===== src/rtl/mux_sel_sequencer.sv =====
// mux_sel_sequencer
// Drives the 4:1 mux data inputs with a captured word, steps the select through
// 0..3 with a programmable dwell per value, and samples the mux output back into
// rx_word so the mux can be exercised in-system.
//
// Optional feature: define MUX_SEQ_CHECK_EN to add the rx_word / mux_in compare
// that drives `mismatch`. Without it `mismatch` is tied low.
//
// state  | meaning
// -------+--------------------------------------------------------------
// IDLE   | waiting for start; outputs hold the result of the last scan
// SCAN   | stepping sel 0..3, sampling mux_out at the end of each dwell
// DONE   | one-cycle completion pulse, busy still high

module mux_sel_sequencer #(
   parameter int DWELL = 2
) (
   input  logic       clk,
   input  logic       reset,
   input  logic       start,
   input  logic [3:0] data_in,
   output logic [3:0] mux_in,
   output logic [1:0] sel,
   input  logic       mux_out,
   output logic [3:0] rx_word,
   output logic       busy,
   output logic       done,
   output logic       mismatch
);

   // A dwell of 0 would never reach its terminal count, so it runs as 1.
   localparam int         DWELL_EFF = (DWELL < 1) ? 1 : DWELL;
   localparam logic [7:0] CNT_LAST  = 8'(DWELL_EFF - 1);

   typedef enum logic [1:0] {
      ST_IDLE = 2'd0,
      ST_SCAN = 2'd1,
      ST_DONE = 2'd2
   } state_t;

   state_t     state_q, state_d;
   logic [1:0] sel_q, sel_d;
   logic [3:0] mux_in_q, mux_in_d;
   logic [3:0] rx_q, rx_d;
   logic [7:0] cnt_q, cnt_d;
   logic       busy_q, busy_d;
   logic       done_q, done_d;
`ifdef MUX_SEQ_CHECK_EN
   logic       mismatch_q, mismatch_d;
`endif

   // Next-state and next-output computation for the scan sequence.
   always_comb begin
      state_d  = state_q;
      sel_d    = sel_q;
      mux_in_d = mux_in_q;
      rx_d     = rx_q;
      cnt_d    = cnt_q;
      busy_d   = busy_q;
      done_d   = 1'b0;
`ifdef MUX_SEQ_CHECK_EN
      mismatch_d = mismatch_q;
`endif
      case (state_q)
         ST_IDLE: begin
            if (start) begin
               state_d  = ST_SCAN;
               mux_in_d = data_in;
               rx_d     = 4'b0000;
               sel_d    = 2'd0;
               cnt_d    = 8'd0;
               busy_d   = 1'b1;
`ifdef MUX_SEQ_CHECK_EN
               mismatch_d = 1'b0;
`endif
            end
         end
         ST_SCAN: begin
            if (cnt_q == CNT_LAST) begin
               rx_d[sel_q] = mux_out;
               cnt_d       = 8'd0;
               if (sel_q == 2'd3) begin
                  state_d = ST_DONE;
                  done_d  = 1'b1;
`ifdef MUX_SEQ_CHECK_EN
                  // Compare against rx_d so the bit sampled this cycle is included.
                  mismatch_d = (rx_d != mux_in_q);
`endif
               end else begin
                  sel_d = sel_q + 2'd1;
               end
            end else begin
               cnt_d = cnt_q + 8'd1;
            end
         end
         ST_DONE: begin
            state_d = ST_IDLE;
            busy_d  = 1'b0;
         end
         default: begin
            state_d = ST_IDLE;
            busy_d  = 1'b0;
         end
      endcase
   end

   // Register state and all outputs; synchronous reset abandons any scan.
   always_ff @(posedge clk) begin
      if (reset) begin
         state_q  <= ST_IDLE;
         sel_q    <= 2'd0;
         mux_in_q <= 4'b0000;
         rx_q     <= 4'b0000;
         cnt_q    <= 8'd0;
         busy_q   <= 1'b0;
         done_q   <= 1'b0;
`ifdef MUX_SEQ_CHECK_EN
         mismatch_q <= 1'b0;
`endif
      end else begin
         state_q  <= state_d;
         sel_q    <= sel_d;
         mux_in_q <= mux_in_d;
         rx_q     <= rx_d;
         cnt_q    <= cnt_d;
         busy_q   <= busy_d;
         done_q   <= done_d;
`ifdef MUX_SEQ_CHECK_EN
         mismatch_q <= mismatch_d;
`endif
      end
   end

   assign sel     = sel_q;
   assign mux_in  = mux_in_q;
   assign rx_word = rx_q;
   assign busy    = busy_q;
   assign done    = done_q;
`ifdef MUX_SEQ_CHECK_EN
   assign mismatch = mismatch_q;
`else
   assign mismatch = 1'b0;
`endif

endmodule

===== config.mk =====
export PLATFORM = sky130hd
export DESIGN_NAME = mux_sel_sequencer
export DESIGN_NICKNAME = d
export VERILOG_FILES = /design/src/rtl/mux_sel_sequencer.sv
export SDC_FILE = /design/constraint.sdc
export NUM_CORES = 1
export LEC_CHECK = 0
export ABC_AREA = 1
export CORE_MARGIN = 10
export CORE_UTILIZATION = 50
export DETAILED_ROUTE_END_ITERATION = 10
export DONT_BUFFER_PORTS = 1
export GPL_ROUTABILITY_DRIVEN = 0
export GPL_TIMING_DRIVEN = 0
export MAX_ROUTING_LAYER = met4
export SLEW_MARGIN = 10
export SYNTH_ARGS = -nofsm -noshare
export SYNTH_HDL_FRONTEND = slang
export SYNTH_SLANG_ARGS = --single-unit
export TNS_END_PERCENT = 20

===== constraint.sdc =====
create_clock -name clk -period 3.15 [get_ports clk]
set_clock_uncertainty 0.15 [all_clocks]
set_input_delay 0.945 -clock clk [delete_from_list [all_inputs] [get_ports clk]]
set_output_delay 0.945 -clock clk [all_outputs]
set_load 0.01 [all_outputs]

==> summary.md, run 1 <==
| Metric | Value |
|---|---|
| Status | completed |
| Final hold violation count | 0 |
| Initial antenna violation count | 0 |
| PwrDens | 537 mW/mm^2 |
| Netlist cell types | 28 |
| CTS tree | yes |
| Post_cts resized | 0 |
| WP data required | 2.05 ns |
| Crit end category | output port |
| Largest net degree at the start of global routing | 14 |
| Vias in the first global route | 885 |
| Cells after synthesis | between 150 and 200 |
| Design area | approximately 0.0013 mm^2 |
| Maximum clock insertion buffer count | 2 |
| Yosys reg bits | 22 |
| First-pass GRT wire length | 3.84 mm |
| DRC viols | 0 |
| Die area | 0.00475 mm^2 |
| Hold Worst Slack | ~0.34 ns |
| Slew Limit Fails | 0 |
| Worst Path Arrival | between 0.7 and 0.8 ns |
| Synth Cell Area | 0.00120 mm^2 |
| CTS buffer count | 3 |
| WL per Instance | between 10 and 15 um |
| Number of port buffers | 0 |
| Fillers | 232 |
| Initial core utilization | 0.531 |
| Net count, final | 185 |
| Max Fanout on Critical Path | 4 |
| Worst-Skew Late Latency | roughly 0.3 ns |
| Worst Hold End | cnt_q[7] |
| Cts hold-fix bufs | 0 |
| Antenna Nets Post-Route | 0 |
| Syn-to-layout area delta | 7.31% |
| Placed inst area | approximately 0.0012 mm^2 |
| Post-CTS setup buffer count | 0 |
| Startpoint Class | register |
| Storage cell area | about 440 um^2 |
| Worst reg2reg setup slack | 1.62 ns |
| Detailed router's first-iteration violation count | between 60 and 70 |
| Global router's overall resource usage | 0.105 |
| P_leak | 0.575 nW |
| Row cnt | 17 |
| Routed wire length | 2.39 mm |
| F_max | ~540 MHz |
| Gr ovfl total | 0 |
| Syn Area/Cell | 7.21 um^2 |
| HPWL after DPL | 1.82 mm |
| Period utilization | 0.589 |
| Synth Net Count | 180 |
| Htree depth | 1 |
| RSZ-0062 raised after global routing | no |
| Worst r2r src | cnt_q[1] |
| Hold path start | cnt_q[7] |
| DIE HEIGHT | 68.9 um |
| Core Footprint | 0.00225 mm^2 |
| Multi-input combinational cell area | 616 um^2 |
| Reg clk slew, reported paths | 0.12 ns |
| Max_cap viols | 0 |
| Pre-Repair DR Iteration Count | 4 |
| Layout cells sized above 1 | 0.159 |
| Vias per inst | 5.11 |
| Top Ports | 21 |
| WHS Path Cells | 2 |
| Hold crit path type | register to register |
| Post-route setup TNS | 0 ns |
| Clock root buffer master | clkbuf_4 |
| CP Class | register to output port |
| Final setup viols | 0 |
| Ant diodes | 0 |
| DR vias | roughly 1000 |
| CTS Sinks | 22 |
| Post-synthesis sequential area ratio | 0.368 |
| Worst Reg-to-Reg Cells | 10 |
| Minimum clock period | 1.86 ns |
| Worst VDD drop | about 0.29 mV |
| Die width | 68.9 um |
| Yosys warns | 0 |
| R2R Path End | rx_word[2] |
-- cell type report --
type / instances / area share
plain buffers: 4 / 0.0321
flip-flops and latches: 22 / 0.343
inverters: 26 / 0.0779
clock buffers: 3 / 0.0175
multi-input cells: 114 / 0.479
clock inverters: 1 / 0.0234
well taps: 28 / 0.0273
-- cell usage in the layout, fill, tap and decap left out, drive strengths merged --
cell type,n
nor3,2
nand4,4
a21oi,12
nor2,23
dfxtp,22
o21bai,1
nand3,13
xor2,1
or2,1
clkbuf,4
conb,1
nand2,40
a31oi,1
inv,26
o22ai,1
buf,3
bufinv,1
ha,6
o21ai,7
nor4,1
-- where the power goes --
group          switching, W  internal, W  total, W
combinational     0.0000952    0.0000551  0.000150
sequential        0.0000253     0.000299  0.000325
clock             0.0000864     0.000128  0.000215
-- through the flow --
stage | utilization | setup slack (ns) | cells | power (W)
2_1_floorplan | - | 1.44 | 166 | 0.000452
3_3_place_gp | 0.547 | 1.31 | 194 | 0.000478
3_5_place_dp | 0.547 | 1.28 | 194 | 0.000482
4_1_cts | 0.570 | 1.28 | 198 | 0.000699
5_1_grt | 0.570 | 1.23 | 198 | 0.000736
6_report | 0.570 | 1.29 | 198 | 0.000690
-- cells by family after synthesis --
family,count (synthesis),share of synthesized area
xor gates and xnor gates,1,0.00732
and+or+nand+nor,84,0.340
other,1,0.00313
buffers and inverters,30,0.118
DFF,22,0.368
adders and majority gates,6,0.0627
AOI/OAI and AO/OA,22,0.101
-- state kept, by name (all words and copies together), names as in the netlist --
name     cells
mux_in       4
done         1
sel          2
state_q      2
cnt_q        8
rx_word      4
busy         1
-- how the worst max path moves through the flow --
stage | from | end | slack, ns | cells after the start
final | sel[1] | sel[1] | 1.29 | 0
after global routing | sel[1] | sel[1] | 1.23 | 0
after global placement | reset | mux_in[2] | 1.31 | 5
after CTS | sel[1] | sel[1] | 1.28 | 0
after detailed placement | reset | mux_in[2] | 1.28 | 5
after floorplan | reset | mux_in[0] | 1.44 | 5
-- cells in the mapped netlist --
cell type | number | area share
nand2_1 | 34 | 0.11
dfxtp_1 | 22 | 0.37
inv_1 | 21 | 0.066
nor2_1 | 20 | 0.063
a21oi_1 | 12 | 0.050
nand3_1 | 10 | 0.042
ha_1 | 6 | 0.063
o21ai_0 | 5 | 0.021
inv_2 | 4 | 0.013
nand2_4 | 4 | 0.038
nand4_1 | 4 | 0.021
nand3_2 | 3 | 0.025
nor2_2 | 3 | 0.016
nand2_2 | 2 | 0.010
nor3_1 | 2 | 0.0084
o21ai_1 | 2 | 0.0084
a31oi_1 | 1 | 0.0052
buf_2 | 1 | 0.0042
buf_4 | 1 | 0.0063
buf_8 | 1 | 0.013
clkbuf_8 | 1 | 0.011
conb_1 | 1 | 0.0031
inv_4 | 1 | 0.0052
nor4_1 | 1 | 0.0052
o21bai_1 | 1 | 0.0063
o22ai_2 | 1 | 0.010
or2_2 | 1 | 0.0052
xor2_1 | 1 | 0.0073
-- metal layers --
layer	part of all wire	wire [um]	up-vias	track usage
met1	0.49	1160	450	0.140
met3	0.096	229	4	0.0419
met5	0	0	-	-
li1	-	-	530	-
met2	0.41	980	27	0.144
met4	0.0050	12	0	0.0246
No activity file was read; power rests on OpenSTA's default activity.
==> run 2, diff against run 1 <==
==> constraint.sdc (replaced) <==
create_clock -name clk -period 1.89 [get_ports clk]
set_clock_uncertainty 0.15 [all_clocks]
set_input_delay 0.567 -clock clk [delete_from_list [all_inputs] [get_ports clk]]
set_output_delay 0.567 -clock clk [all_outputs]
set_load 0.01 [all_outputs]
==> results of run 2 <==
The final DEF is identical to that of run 1. Status: completed.
Among the figures that moved: setup slack after placement 1.28 ns -> 0.373 ns; setup slack after layout 1.29 ns -> 0.358 ns; hold slack 0.342 ns -> 0.271 ns; start point of the critical path sel[1] -> cnt_q[1]; end point of the critical path sel[1] -> rx_word[2]; register-to-register setup slack 1.62 ns -> 0.36 ns; end point of the worst hold path cnt_q[7] -> mux_in[1]; total power 0.000690 W -> 0.00115 W; worst IR drop on VDD 0.287 mV -> 0.478 mV
